[src/rtl/fe_fetch_if.sv]
// Fetch unit bus: run control, redirect, I-cache request/response and decode-side queue head.
// master = the fetch unit, slave = its environment (I-cache, decode, control).
interface fe_fetch_if #(
    parameter int unsigned XLEN   = 64,
    parameter int unsigned ILEN   = 32,
    parameter int unsigned QDEPTH = 4
) ();
    localparam int unsigned CW = $clog2(QDEPTH + 1);

    // Control
    logic            run_en;
    logic            redirect_valid;
    logic [XLEN-1:0] redirect_pc;

    // I-cache request
    logic            ic_req_valid;
    logic [XLEN-1:0] ic_req_pc;
    logic            ic_req_ready;

    // I-cache response
    logic            ic_rsp_valid;
    logic [XLEN-1:0] ic_rsp_pc;
    logic [ILEN-1:0] ic_rsp_inst;
    logic            ic_rsp_fault;
    logic            ic_rsp_ready;

    // Decode side
    logic            inst_valid;
    logic [XLEN-1:0] inst_pc;
    logic [ILEN-1:0] inst_word;
    logic            inst_fault;
    logic            inst_ready;
    logic [CW-1:0]   q_count;

    modport master (
        input  run_en, redirect_valid, redirect_pc,
        output ic_req_valid, ic_req_pc,
        input  ic_req_ready,
        input  ic_rsp_valid, ic_rsp_pc, ic_rsp_inst, ic_rsp_fault,
        output ic_rsp_ready,
        output inst_valid, inst_pc, inst_word, inst_fault,
        input  inst_ready,
        output q_count
    );

    modport slave (
        output run_en, redirect_valid, redirect_pc,
        input  ic_req_valid, ic_req_pc,
        output ic_req_ready,
        output ic_rsp_valid, ic_rsp_pc, ic_rsp_inst, ic_rsp_fault,
        input  ic_rsp_ready,
        input  inst_valid, inst_pc, inst_word, inst_fault,
        output inst_ready,
        input  q_count
    );
endinterface

[src/rtl/fe_fetch_q.sv]
// Decoupled fetch unit: up to MAX_OUT I-cache requests in flight, responses buffered in an
// in-order QDEPTH-entry queue. Credits (outstanding + occupancy) guarantee the queue never
// overflows, so the response channel is always ready. Redirects flush the queue and turn every
// request still in flight into a response that must be discarded.
module fe_fetch_q #(
    parameter int unsigned    XLEN     = 64,
    parameter int unsigned    ILEN     = 32,
    parameter int unsigned    QDEPTH   = 4,
    parameter int unsigned    MAX_OUT  = 2,
    parameter logic [XLEN-1:0] RESET_PC = '0
) (
    input logic        clk,
    input logic        rst,
    fe_fetch_if.master bus
);
    localparam int unsigned PW   = $clog2(QDEPTH);
    localparam int unsigned CW   = $clog2(QDEPTH + 1);
    localparam int unsigned OW   = $clog2(MAX_OUT + 1);
    localparam int unsigned STEP = ILEN / 8;

    // Architectural state
    logic [XLEN-1:0] pc_q, pc_d;
    logic [OW-1:0]   out_q, out_d;
    logic [OW-1:0]   drop_q, drop_d;
    logic            halted_q, halted_d;
    logic [PW-1:0]   wr_ptr_q, wr_ptr_d;
    logic [PW-1:0]   rd_ptr_q, rd_ptr_d;
    logic [CW-1:0]   count_q, count_d;

    // Queue storage; validity is tracked by count_q, so the payload needs no reset
    logic [XLEN-1:0] pc_mem_q    [QDEPTH];
    logic [ILEN-1:0] inst_mem_q  [QDEPTH];
    logic            fault_mem_q [QDEPTH];

    logic req_valid;
    logic req_fire;
    logic rsp_fire;
    logic push;
    logic pop;
    logic head_valid;

    // Issue gating: run permission, no redirect, not halted, and both credit limits
    always_comb begin
        req_valid = ~rst & bus.run_en & ~bus.redirect_valid & ~halted_q
                  & (32'(out_q) < MAX_OUT)
                  & ((32'(out_q) + 32'(count_q)) < QDEPTH);
        req_fire   = req_valid & bus.ic_req_ready;
        rsp_fire   = ~rst & bus.ic_rsp_valid;
        head_valid = (count_q != '0);
        // A response is kept only when nothing stale is ahead of it and no redirect is flushing
        push       = rsp_fire & ~bus.redirect_valid & (drop_q == '0);
        pop        = head_valid & bus.inst_ready & ~bus.redirect_valid;
    end

    // Next-state for PC, credit counters, halt flag and queue pointers
    always_comb begin
        pc_d     = pc_q;
        out_d    = out_q;
        drop_d   = drop_q;
        halted_d = halted_q;
        wr_ptr_d = wr_ptr_q;
        rd_ptr_d = rd_ptr_q;
        count_d  = count_q;

        out_d = out_q + OW'(req_fire) - OW'(rsp_fire);

        if (bus.redirect_valid) begin
            pc_d     = bus.redirect_pc;
            halted_d = 1'b0;
            wr_ptr_d = '0;
            rd_ptr_d = '0;
            count_d  = '0;
            // Everything still in flight after this cycle's response belongs to the old path
            drop_d   = out_q - OW'(rsp_fire);
        end else begin
            if (req_fire) begin
                pc_d = pc_q + XLEN'(STEP);
            end
            if (rsp_fire && (drop_q != '0)) begin
                drop_d = drop_q - OW'(1);
            end
            if (push && bus.ic_rsp_fault) begin
                halted_d = 1'b1;
            end
            if (push) begin
                wr_ptr_d = wr_ptr_q + PW'(1);
            end
            if (pop) begin
                rd_ptr_d = rd_ptr_q + PW'(1);
            end
            count_d = count_q + CW'(push) - CW'(pop);
        end
    end

    // Control state registers, cleared asynchronously
    always_ff @(posedge clk or posedge rst) begin
        if (rst) begin
            pc_q     <= RESET_PC;
            out_q    <= '0;
            drop_q   <= '0;
            halted_q <= 1'b0;
            wr_ptr_q <= '0;
            rd_ptr_q <= '0;
            count_q  <= '0;
        end else begin
            pc_q     <= pc_d;
            out_q    <= out_d;
            drop_q   <= drop_d;
            halted_q <= halted_d;
            wr_ptr_q <= wr_ptr_d;
            rd_ptr_q <= rd_ptr_d;
            count_q  <= count_d;
        end
    end

    // Queue payload write at the tail
    always_ff @(posedge clk) begin
        if (push) begin
            pc_mem_q[wr_ptr_q]    <= bus.ic_rsp_pc;
            inst_mem_q[wr_ptr_q]  <= bus.ic_rsp_inst;
            fault_mem_q[wr_ptr_q] <= bus.ic_rsp_fault;
        end
    end

    // Outputs; head payload is forced to zero when the queue is empty
    always_comb begin
        bus.ic_req_valid = req_valid;
        bus.ic_req_pc    = pc_q;
        bus.ic_rsp_ready = ~rst;
        bus.inst_valid   = head_valid;
        bus.inst_pc      = head_valid ? pc_mem_q[rd_ptr_q] : '0;
        bus.inst_word    = head_valid ? inst_mem_q[rd_ptr_q] : '0;
        bus.inst_fault   = head_valid & fault_mem_q[rd_ptr_q];
        bus.q_count      = count_q;
    end
endmodule

[src/flat_wrapper.sv]
// flat-port wrapper written by rule: the top's interface ports become plain ports
module fe_fetch_q_flat 
#(
    parameter int unsigned    XLEN     = 64,
    parameter int unsigned    ILEN     = 32,
    parameter int unsigned    QDEPTH   = 4,
    parameter int unsigned    MAX_OUT  = 2,
    parameter logic [XLEN-1:0] RESET_PC = '0
)
  (clk, rst, bus_run_en, bus_redirect_valid, bus_redirect_pc, bus_ic_req_valid, bus_ic_req_pc, bus_ic_req_ready, bus_ic_rsp_valid, bus_ic_rsp_pc, bus_ic_rsp_inst, bus_ic_rsp_fault, bus_ic_rsp_ready, bus_inst_valid, bus_inst_pc, bus_inst_word, bus_inst_fault, bus_inst_ready, bus_q_count);
  fe_fetch_if #(.XLEN(XLEN), .ILEN(ILEN), .QDEPTH(QDEPTH)) bus_i ();
  input logic clk;
  input logic rst;
  input wire logic [$bits(bus_i.run_en)-1:0] bus_run_en;
  input wire logic [$bits(bus_i.redirect_valid)-1:0] bus_redirect_valid;
  input wire logic [$bits(bus_i.redirect_pc)-1:0] bus_redirect_pc;
  output wire logic [$bits(bus_i.ic_req_valid)-1:0] bus_ic_req_valid;
  output wire logic [$bits(bus_i.ic_req_pc)-1:0] bus_ic_req_pc;
  input wire logic [$bits(bus_i.ic_req_ready)-1:0] bus_ic_req_ready;
  input wire logic [$bits(bus_i.ic_rsp_valid)-1:0] bus_ic_rsp_valid;
  input wire logic [$bits(bus_i.ic_rsp_pc)-1:0] bus_ic_rsp_pc;
  input wire logic [$bits(bus_i.ic_rsp_inst)-1:0] bus_ic_rsp_inst;
  input wire logic [$bits(bus_i.ic_rsp_fault)-1:0] bus_ic_rsp_fault;
  output wire logic [$bits(bus_i.ic_rsp_ready)-1:0] bus_ic_rsp_ready;
  output wire logic [$bits(bus_i.inst_valid)-1:0] bus_inst_valid;
  output wire logic [$bits(bus_i.inst_pc)-1:0] bus_inst_pc;
  output wire logic [$bits(bus_i.inst_word)-1:0] bus_inst_word;
  output wire logic [$bits(bus_i.inst_fault)-1:0] bus_inst_fault;
  input wire logic [$bits(bus_i.inst_ready)-1:0] bus_inst_ready;
  output wire logic [$bits(bus_i.q_count)-1:0] bus_q_count;
  assign bus_i.run_en = bus_run_en;
  assign bus_i.redirect_valid = bus_redirect_valid;
  assign bus_i.redirect_pc = bus_redirect_pc;
  assign bus_ic_req_valid = bus_i.ic_req_valid;
  assign bus_ic_req_pc = bus_i.ic_req_pc;
  assign bus_i.ic_req_ready = bus_ic_req_ready;
  assign bus_i.ic_rsp_valid = bus_ic_rsp_valid;
  assign bus_i.ic_rsp_pc = bus_ic_rsp_pc;
  assign bus_i.ic_rsp_inst = bus_ic_rsp_inst;
  assign bus_i.ic_rsp_fault = bus_ic_rsp_fault;
  assign bus_ic_rsp_ready = bus_i.ic_rsp_ready;
  assign bus_inst_valid = bus_i.inst_valid;
  assign bus_inst_pc = bus_i.inst_pc;
  assign bus_inst_word = bus_i.inst_word;
  assign bus_inst_fault = bus_i.inst_fault;
  assign bus_i.inst_ready = bus_inst_ready;
  assign bus_q_count = bus_i.q_count;
  fe_fetch_q #(.XLEN(XLEN), .ILEN(ILEN), .QDEPTH(QDEPTH), .MAX_OUT(MAX_OUT), .RESET_PC(RESET_PC)) u_core (.clk(clk), .rst(rst), .bus(bus_i));
endmodule
[config.mk]
export PLATFORM = sky130hd
export DESIGN_NAME = fe_fetch_q_flat
export DESIGN_NICKNAME = d
export VERILOG_FILES = /design/src/rtl/fe_fetch_if.sv /design/src/rtl/fe_fetch_q.sv /design/src/flat_wrapper.sv
export SDC_FILE = /design/constraint.sdc
export NUM_CORES = 1
export LEC_CHECK = 0
export BUFFER_PORTS_ARGS = -buffer_cell sky130_fd_sc_hd__buf_2
export CAP_MARGIN = 20
export CORE_MARGIN = 1
export CORE_UTILIZATION = 30
export CTS_CLUSTER_DIAMETER = 200
export DETAILED_ROUTE_END_ITERATION = 7
export SETUP_SLACK_MARGIN = 0.1
export SYNTH_ARGS = -nofsm -noshare
export SYNTH_HDL_FRONTEND = slang
export SYNTH_SLANG_ARGS = --single-unit
[constraint.sdc]
create_clock -name clk -period 10.7 [get_ports clk]
set_input_delay 1.07 -clock clk [delete_from_list [all_inputs] [get_ports clk]]
set_output_delay 1.07 -clock clk [all_outputs]
set_load 0.005 [all_outputs]
# Word level (Yosys, flattened, before mapping)
# Memory sizes are Yosys's and may differ from the RTL's.
# Index checks and enable logic that the tools add are counted.
[totals] in_bits=168 word_cells=62 register_bits=76 mem_bits_rw=388 output_inout_bits=167 memories=3
[mem_list] memory="u_core.pc_mem_q" words=4 word_bits=64 rd=1 rd_clocked_by_memory_dff=0 write_ports=1 line_no="fe_fetch_q.sv:31" text="logic [XLEN-1:0] pc_mem_q [QDEPTH];"
[mem_list] memory="u_core.inst_mem_q" words=4 word_bits=32 rd=1 rd_clocked_by_memory_dff=0 write_ports=1 line_no="fe_fetch_q.sv:32" text="logic [ILEN-1:0] inst_mem_q [QDEPTH];"
[mem_list] memory="u_core.fault_mem_q" words=4 word_bits=1 rd=1 rd_clocked_by_memory_dff=0 write_ports=1 line_no="fe_fetch_q.sv:33" text="logic fault_mem_q [QDEPTH];"
[classes] magnitude_cmp=2 addsub=10 reduce_logical=10 bitwise_logic=15 muxes=15
[ops] op="2-to-1 mux 64 bit" count=3
[ops] op="adder 64 x 3 -> 64 bit, second input constant" count=1
[ops] op="less-than comparator 32 x 3 -> 1 bit, second input constant" count=1
[ops] op="2-to-1 mux 32 bit" count=1
[ops] op="AND 1 bit" count=12
[ops] op="2-to-1 mux 2 bit" count=6
[ops] op="nonzero test 2 bit" count=6
[ops] op="adder 2 x 1 -> 2 bit, second input constant" count=2
[ops] op="adder 2 x 3 -> 4 bit" count=1
[ops] op="2-to-1 mux 1 bit" count=4
[ops] op="subtractor 2 x 1 -> 2 bit" count=2
[ops] op="adder 3 x 1 -> 3 bit" count=1
[ops] op="2-to-1 mux 3 bit" count=1
[ops] op="inverter 1 bit" count=3
[ops] op="nonzero test 3 bit" count=1
[ops] op="subtractor 3 x 1 -> 3 bit" count=1
[ops] op="adder 2 x 1 -> 2 bit" count=1
[ops] op="logical AND 1 bit" count=2
[ops] op="logical NOT 2 bit" count=1
[ops] op="less-than comparator 2 bit, second input constant" count=1
[ops] op="subtractor 2 x 1 -> 2 bit, second input constant" count=1

# Logic depth before layout (Yosys ltp)
# Gate-level depths: netlist of the first run.
[logic_depth] depth_word=9 ltp_mapped=12

# Least setup slack after synthesis of the first run
# Ideal clock, no wire load.
[synth_timing] path_type="input -> register" start="input port bus_redirect_valid" end="memory u_core.fault_mem_q[0], enable pin" cell_stages=4 required_time_ns=10.233 slack_ns=6.300 setup_time_ns=0.467 path_buffers=2 t_arrival_ns=3.934 cell_sequence="clkbuf_1 > clkbuf_1 > nor2_1 > and2_1"
[synth_between] elab_chain_cells=5
[synth_rtl] item="start: declaration" line_no="flat_wrapper.sv:15" text="input wire logic [$bits(bus_i.redirect_valid)-1:0] bus_redirect_valid;"
[synth_rtl] item="inverter 1 bit" line_no="fe_fetch_q.sv:51" text="push = rsp_fire & ~bus.redirect_valid & (drop_q == '0);"
[synth_rtl] item="AND 1 bit (2 in a row)" line_no="fe_fetch_q.sv:51"
[synth_rtl] item="2-to-1 mux 1 bit" line_no="fe_fetch_q.sv:118" text="if (push) begin"
[synth_rtl] item="2-to-1 mux 1 bit (implied by the code)" line_no="fe_fetch_q.sv:121" text="fault_mem_q[wr_ptr_q] <= bus.ic_rsp_fault;"
[synth_rtl] item="end: declaration" line_no="fe_fetch_q.sv:33"
# Every way passes these cells.

# Final worst setup path of the first run
[layout_timing] start="register u_core.rd_ptr_q[1]" end="output port bus_inst_pc[29]"
[layout_between] elab_chain_cells=2
[layout_rtl] item="start: declaration" line_no="fe_fetch_q.sv:27" text="logic [PW-1:0] rd_ptr_q, rd_ptr_d;"
[layout_rtl] item="start signal: assignment" line_no="fe_fetch_q.sv:111" text="rd_ptr_q <= rd_ptr_d;"
[layout_rtl] item="memory read (4 x 64 bit)"
[layout_rtl] item="2-to-1 mux 64 bit" line_no="fe_fetch_q.sv:131" text="bus.inst_pc = head_valid ? pc_mem_q[rd_ptr_q] : '0;"
[layout_rtl] item="end: declaration" line_no="flat_wrapper.sv:26" text="output wire logic [$bits(bus_i.inst_pc)-1:0] bus_inst_pc;"
# Every way passes these cells.

==> reports/results.txt, run 1 <==
Nets: 1665
Grt total ovfl: 0
Setup CP Type: flop to output pin
Worst Hold Class: flop to flop
Post-CTS Resized: 0
Die ar.: 65100 um2
Final Hold Fails: 0
Mean cell area of the mapped netlist: 16.9 um2
Syn nets: 1319
Slew @ Worst Pin: 1.07 ns
GRT Overall Usage: 0.142
GP Congestion: 0.818
Cell depth of the worst hold path: 1
Status: completed
Synth area leader: edfxtp_1
Commonest non-fill, non-tap cells in the layout: edfxtp_1 (388), buf_2 (333), and2_1 (101)
H-tree level count: 2
Vias in the first global route: 11700
Boundary Pins: 335
Top cell type's share of synthesized area: 0.606
Core footprint: 63200 um2
Final Slew Violations: 0
I/O Buffers: 334
Clock latency on the worst-skew pair: 0.60 ns
Slew HR: 0.289
Die H: 255 um
Worst vdd ir: 0.140 mV
Layout cells sized above 1: 0.358
Minimum clock period: 4.13 ns
R2R Path Start: u_core.bus.q_count[2]$_DFF_PP0_
Final Skew: 0.0169 ns
CP Launch Point: u_core.rd_ptr_q[1]$_DFFE_PP0P_
Synth Register Bits: 464
Final Non-Filler Cells: 2376
Commonest non-fill, non-tap cell in the layout: edfxtp_1
Critical path endpoint category: output pin
DIE WIDTH: 255 um
Clk pin slew, worst setup/hold paths: 0.06 ns
Pwr/cell area: 200 nW/um2
Setup TNS: 0 ns
Lkg Pwr: 8.53 nW
Delay-heaviest family, CP: buffers and inverters
Residual DRC: 0
Vias per cell: 4.79
Cell Area, Placed: 21900 um2
WP buf/inv: 2
EDFF count, synth: 388
Clock Path Buffers: 3
Gate count after technology mapping: 1139
Layout area overhead: 22.4%
Crit path largest cell delay: 0.88 ns
Sink Count: 464
Asr flop ratio synth: 0.164
RSZ-0062 raised after global routing: false
YS warnings: 0
Max stage delay cell, worst path: buf_4
Crit start category: flop
Max cap viols: 0
R2R cell count: 11
Synthesized cell area: 19200 um2
Stages on the worst setup path: 4
Site row count: 92
Yosys cell types: 58
WL/cell: 19.8 um
Num CTS Buffers: 52
Critical Path RT: 9.63 ns
CTS tree: built
Largest net degree at the start of global routing: 80
WL final: 47100 um
Initial Util: 0.304
Via count: 11400
Final ANT Viol Nets: 0
1st-pass router iterations: 5
Primary FF master, synth: edfxtp_1
Top cells by area, synth: edfxtp_1 (61%), mux4_2 (11%), dfrtp_1 (9.9%)
Post-route cell area: 23500 um2
DP HPWL: 30200 um
Hold Buf Count CTS: 0
Final Cycle Share: 0.386
Worst Hold Launch: u_core.bus.ic_req_pc[1]$_DFFE_PP0P_
Clk root buf: clkbuf_16
Initial antenna violation count: 15
Max FO, Critical Path: 68
Number of post-CTS setup repair buffers: 0
Final Setup Violations: 0
# placed instances: 2276
Register area share after synthesis: 0.705
DRC marker count from the first detailed-route iteration: 628
First-pass GRT wire length: 70000 um
Crit path DAT: 3.06 ns
Critical path, cell by cell: buf_4 -> mux4_2 -> and2_1 -> buf_2
Fmax: 242 MHz
per-layer routing:
metal  global-route usage  vias to the layer above  share of wire
met2                0.226                      393           0.47
met5                    0                        -         0.0024
met4               0.0482                       18          0.027
li1                     -                     5155              -
met3               0.0454                      108          0.083
met1                0.182                     5711           0.42
layout make-up:
| type | count | area [um2] |
|---|---|---|
| Fill cell | 5943 | 39600 |
| Sequential cell | 464 | 13600 |
| Multi-Input combinational cell | 598 | 5390 |
| Timing Repair Buffer | 347 | 1780 |
| Clock buffer | 64 | 1350 |
| Tap cell | 846 | 1060 |
| Clock inverter | 29 | 312 |
| Inverter | 22 | 83.8 |
| Antenna cell | 6 | 15.0 |
worst register-to-register path, cell delays in order, from the launching register on:
cell and delay (ns):
dfrtp_1 0.49, or3_4 0.46, buf_4 0.58, nand2_1 0.20, nor2_1 0.12, ha_1 0.23
inv_1 0.05, ha_1 0.13, inv_1 0.05, fa_1 0.38, xnor2_1 0.17, nor2_1 0.05
power breakdown:
group / internal [W] / switching, W / total, W
combinational: 0.000436 / 0.000440 / 0.000876
clock: 0.000997 / 0.000730 / 0.00173
sequential: 0.00202 / 0.0000728 / 0.00210
worst paths after layout:
kind                                                             end  slack, ns
worst max-delay path                                 bus_inst_pc[29]       6.57
worst min-delay path             u_core.bus.ic_req_pc[1]$_DFFE_PP0P_       0.52
worst max register to register       u_core.bus.q_count[2]$_DFF_PP0_       7.65
worst min register to register   u_core.bus.ic_req_pc[1]$_DFFE_PP0P_       0.52
max in group asynchronous       u_core.bus.ic_req_pc[41]$_DFFE_PP0P_       9.09
min in group asynchronous        u_core.bus.ic_req_pc[8]$_DFFE_PP0P_       0.69
registers in the layout, indices dropped and copies added, names as in the netlist:
signal                cells
u_core.rd_ptr_q           2
u_core.pc_mem_q         256
u_core.drop_q             2
u_core.wr_ptr_q           2
u_core.fault_mem_q        4
u_core.bus.ic_req_pc     64
u_core.inst_mem_q       128
u_core.out_q              2
u_core.bus.q_count        3
u_core.halted_q           1
cell usage after synthesis, types with 17 or more instances:
library cell	instances
and2_1	105
nand2_1	74
edfxtp_1	388
o21ai_0	41
nand4_1	22
nand3_1	24
xnor2_1	17
mux4_2	97
dfrtp_1	76
nor2_1	34
inv_1	21
clkbuf_1	41
kinds of logic after synthesis:
group | Yosys count | synth area share
fa+ha+maj | 12 | 0.00820
simple gates | 350 | 0.105
flops | 464 | 0.705
xor+xnor | 30 | 0.0137
buf+inv | 77 | 0.0159
mux | 107 | 0.119
compound gates | 99 | 0.0332
metrics by stage:
step	total power [W]	setup slack (ns)	util	hold WS, ns
6_report	0.00470	6.57	0.373	0.517
3_3_place_gp	0.00302	6.64	0.346	0.492
4_1_cts	0.00478	6.47	0.372	0.517
3_5_place_dp	0.00303	6.65	0.346	0.491
2_1_floorplan	0.00265	6.30	-	0.482
5_1_grt	0.00493	6.40	0.372	0.523
(Power assumes the default switching activity.)
==> run 2, diff against run 1 <==
==> constraint.sdc (replaced) <==
create_clock -name clk -period 4 [get_ports clk]
set_input_delay 0.4 -clock clk [delete_from_list [all_inputs] [get_ports clk]]
set_output_delay 0.4 -clock clk [all_outputs]
set_load 0.005 [all_outputs]
==> reports/results.txt, run 2 (synthesized netlist as in run 1, its figures left out) <==
I/O Buffers: 334
Fmax: 321 MHz
Post-CTS Resized: 0
Commonest non-fill, non-tap cell in the layout: edfxtp_1
Minimum clock period: 3.12 ns
Delay-heaviest family, CP: flip-flops
Num CTS Buffers: 50
Filler instances: 5880
Worst vdd ir: 0.336 mV
Cell Int Power: 0.00950 W
WL/cell: 19.6 um
Vias in the first global route: 12200
Hold Buf Count CTS: 67
Critical path endpoint category: output pin
Final Setup Violations: 0
Critical Path RT: 3.60 ns
Die H: 255 um
Lkg Pwr: 8.89 nW
Critical path, cell by cell: buf_12 -> mux4_2 -> and2_1 -> buf_2
Initial antenna violation count: 10
WP buf/inv: 2
Max cap viols: 0
Core footprint: 63200 um2
Crit path DAT: 2.72 ns
GRT Overall Usage: 0.146
CTS tree: built
Layout area overhead: 26.8%
Clock Path Buffers: 3
H-tree level count: 2
Clk network pwr share: 0.377
Vias per cell: 4.79
Residual DRC: 0
Commonest non-fill, non-tap cells in the layout: edfxtp_1 (388), buf_2 (333), and2_1 (101)
Final ANT Viol Nets: 0
Sink Count: 464
Clock latency on the worst-skew pair: 0.59 ns
RSZ-0062 raised after global routing: false
First-pass GRT wire length: 72300 um
Max FO, Critical Path: 49
Slew HR: 0.310
Worst Hold Class: input pin to flop
1st-pass router iterations: 5
GP Congestion: 0.855
Setup CP Type: flop to output pin
WL final: 47900 um
Crit start category: flop
Final Slew Violations: 0
DP HPWL: 31000 um
Crit path largest cell delay: 0.74 ns
Pwr/cell area: 526 nW/um2
Boundary Pins: 335
Status: completed
Max stage delay cell, worst path: dfrtp_4
Grt total ovfl: 0
Slew @ Worst Pin: 1.04 ns
Site row count: 92
Seq pwr share: 0.439
Number of post-CTS setup repair buffers: 0
Setup TNS: 0 ns
Sw Pwr: 0.00334 W
DIE WIDTH: 255 um
Logic pwr share: 0.184
Via count: 11700
DRC marker count from the first detailed-route iteration: 756
Max reg flops: 256
Largest net degree at the start of global routing: 100
Clk root buf: clkbuf_16
Final Skew: 0.0319 ns
Clk pin slew, worst setup/hold paths: 0.07 ns
Final Cycle Share: 0.780
Largest register by flop count: u_core.pc_mem_q
Layout cells sized above 1: 0.351
Nets: 1734
Final Util: 0.386
Final Hold Fails: 0
Die ar.: 65100 um2
Initial Util: 0.304
Final hold slack: 0.0406 ns
Net Sw Frac: 0.260
==> run 2: per-layer routing <==
metal,track usage,vias up,share of wire
met5,0,-,0.0012
met4,0.0481,8,0.027
met3,0.0455,86,0.076
met2,0.238,355,0.48
met1,0.185,5975,0.41
li1,-,5297,-
==> run 2: power by group through the flow <==
| stage | clock (W) | combinational (W) | sequential [W] |
|---|---|---|---|
| 3_5_place_dp | 0 | 0.00238 | 0.00574 |
| 4_1_cts | 0.00497 | 0.00245 | 0.00564 |
| 2_1_floorplan | 0 | 0.00145 | 0.00563 |
| 5_1_grt | 0.00515 | 0.00263 | 0.00567 |
| 3_3_place_gp | 0 | 0.00236 | 0.00573 |
| 6_report | 0.00484 | 0.00237 | 0.00564 |
==> run 2: metrics by stage <==
step / instance area [um2] / instances / setup slack (ns) / power, W
finish: 24400 / 2446 / 0.880 / 0.0128
global route: 24400 / 2444 / 0.665 / 0.0134
CTS: 24400 / 2440 / 0.746 / 0.0131
detailed placement: 22000 / 2281 / 1.20 / 0.00812
global placement: 22000 / 2281 / 1.24 / 0.00809
floorplan: 19200 / 1139 / 0.270 / 0.00708
==> run 2: final timing paths <==
path	slack, ns	end	depth (start not counted)	from
worst max-delay path	0.88	bus_inst_pc[36]	4	u_core.rd_ptr_q[0]$_DFFE_PP0P_
worst min-delay path	0.04	u_core.bus.ic_req_pc[39]$_DFFE_PP0P_	3	bus_redirect_pc[39]
worst max register to register	1.25	u_core.bus.ic_req_pc[48]$_DFFE_PP0P_	8	u_core.bus.q_count[1]$_DFF_PP0_
worst min register to register	0.51	u_core.bus.ic_req_pc[0]$_DFFE_PP0P_	1	u_core.bus.ic_req_pc[0]$_DFFE_PP0P_
max in group asynchronous	2.47	u_core.bus.ic_req_pc[52]$_DFFE_PP0P_	4	rst
min in group asynchronous	0.52	u_core.bus.ic_req_pc[8]$_DFFE_PP0P_	3	rst
==> run 2: final cells by class <==
| type | count | area (um2) | area share |
|---|---|---|---|
| inverter | 22 | 83.8 | 0.00344 |
| clock inverter | 37 | 438 | 0.0180 |
| antenna | 6 | 15.0 | 0.000615 |
| multi-input combinational | 598 | 5390 | 0.221 |
| timing repair buffer | 418 | 2560 | 0.105 |
| clock buffer | 55 | 1290 | 0.0529 |
| tap | 846 | 1060 | 0.0434 |
| sequential | 464 | 13600 | 0.556 |
==> run 2: worst min-delay path, stage by stage <==
cell and delay, ns:
buf_2 0.07, nand2_1 0.04, o211ai_1 0.08
==> run 3, diff against run 2 <==
==> constraint.sdc (replaced) <==
create_clock -name clk -period 3 [get_ports clk]
set_input_delay 0.3 -clock clk [delete_from_list [all_inputs] [get_ports clk]]
set_output_delay 0.3 -clock clk [all_outputs]
set_load 0.005 [all_outputs]
==> reports/results.txt, run 3 (synthesized netlist as in run 1, its figures left out) <==
Status: completed
Seq pwr share: 0.433
Critical Path RT: 2.70 ns
Crit path DAT: 2.41 ns
GRT Overall Usage: 0.150
Initial Util: 0.304
I/O Buffers: 334
Clk root buf: clkbuf_16
DP HPWL: 31900 um
RSZ-0062 raised after global routing: false
Nets: 1850
Crit start category: flop
Site row count: 92
Crit path largest cell delay: 0.63 ns
Critical path, cell by cell: buf_4 -> mux4_2 -> and2_1 -> buf_2
1st-pass router iterations: 5
Commonest non-fill, non-tap cell in the layout: edfxtp_1
WL/cell: 19.4 um
Slew HR: 0.378
Clock latency on the worst-skew pair: 0.60 ns
Slew @ Worst Pin: 0.930 ns
Logic pwr share: 0.200
Grt total ovfl: 0
First-pass GRT wire length: 74700 um
Worst vdd ir: 0.418 mV
Sink Count: 464
Initial antenna violation count: 4
Net Sw Frac: 0.262
DIE WIDTH: 255 um
Final Setup Violations: 0
Pwr/cell area: 675 nW/um2
Minimum clock period: 2.71 ns
Worst Hold Class: input pin to flop
H-tree level count: 2
CTS tree: built
Via count: 12200
Layout cells sized above 1: 0.334
Clk pin slew, worst setup/hold paths: 0.06 ns
Final Cycle Share: 0.903
GP Congestion: 0.879
Final Hold Fails: 0
Die ar.: 65100 um2
Boundary Pins: 335
WL final: 49500 um
Setup CP Type: flop to output pin
Layout area overhead: 32.8%
Clock Path Buffers: 3
Max reg flops: 256
Lkg Pwr: 9.41 nW
Largest net degree at the start of global routing: 56
Fmax: 369 MHz
Core footprint: 63200 um2
DRC marker count from the first detailed-route iteration: 632
Final ANT Viol Nets: 0
Num CTS Buffers: 52
Final Slew Violations: 0
# placed instances: 2300
Final Non-Filler Cells: 2560
Commonest non-fill, non-tap cells in the layout: edfxtp_1 (388), buf_2 (333), dlygate4sd3_1 (161)
Max cap viols: 0
Critical path endpoint category: output pin
Clk network pwr share: 0.368
Vias in the first global route: 12900
Max FO, Critical Path: 11
Vias per cell: 4.75
Cell Int Power: 0.0127 W
Setup TNS: 0 ns
Final Skew: 0.0231 ns
Die H: 255 um
Largest register by flop count: u_core.pc_mem_q
Residual DRC: 0
Post-CTS Resized: 0
Sw Pwr: 0.00451 W
Max stage delay cell, worst path: dfrtp_4
R2R Setup Slk: 0.44 ns
-- run 3: what timing repair did --
| action | CTS | global route |
|---|---|---|
| endpoints found under the setup margin | 4 | 0 |
| hold buffers | 161 | 0 |
| setup buffers | 1 | 0 |
| endpoints found under the hold margin | 475 | 0 |
-- run 3: per-layer routing --
| layer | global-route usage | up-vias | routed length (um) |
|---|---|---|---|
| li1 | - | 5517 | - |
| met1 | 0.191 | 6123 | 20700 |
| met2 | 0.246 | 404 | 24000 |
| met3 | 0.0426 | 103 | 3570 |
| met4 | 0.0479 | 4 | 1290 |
| met5 | 0 | - | 23 |
-- run 3: final timing paths --
path,depth (start not counted),startpoint,end
worst max-delay path,4,u_core.rd_ptr_q[0]$_DFFE_PP0P_,bus_inst_pc[58]
min in group asynchronous,3,rst,u_core.bus.ic_req_pc[3]$_DFFE_PP0P_
worst min register to register,1,u_core.bus.ic_req_pc[0]$_DFFE_PP0P_,u_core.bus.ic_req_pc[0]$_DFFE_PP0P_
worst max register to register,7,u_core.bus.q_count[1]$_DFF_PP0_,u_core.bus.ic_req_pc[54]$_DFFE_PP0P_
max in group asynchronous,4,rst,u_core.bus.ic_req_pc[49]$_DFFE_PP0P_
worst min-delay path,4,bus_redirect_pc[30],u_core.bus.ic_req_pc[30]$_DFFE_PP0P_
-- run 3: through the flow --
stage	area, um2	hold WS (ns)	utilization	power, W	setup slack, ns
final	25500	0.0608	0.404	0.0172	0.291
after global routing	25500	0.0277	0.404	0.0181	0.148
after CTS	25500	0.00382	0.404	0.0175	0.194
after detailed placement	22200	0.458	0.351	0.0109	0.460
after global placement	22200	0.464	0.351	0.0109	0.575
after floorplan	19200	0.399	-	0.00943	0.420
-- run 3: area by class of cell --
type                       count  area (um2)
antenna                        2        5.00
timing repair buffer         532        3740
tap                          846        1060
fill                        5791       37700
multi-input combinational    598        5380
clock inverter                34         367
sequential                   464       13600
inverter                      22        82.6
clock buffer                  62        1340
-- run 3: critical path, delay by kind of cell (launching register included) --
family        cells  cell delay (ns)
mux               1             0.56
flops             1             0.63
buf+inv           2             0.42
simple gates      1             0.19
-- run 3: power groups by stage --
stage	Combinational (W)	Sequential [W]	Clock, W
after global placement	0.00330	0.00760	0
after detailed placement	0.00330	0.00762	0
after CTS	0.00353	0.00746	0.00654
after global routing	0.00381	0.00749	0.00677
after floorplan	0.00193	0.00750	0
final	0.00344	0.00746	0.00634
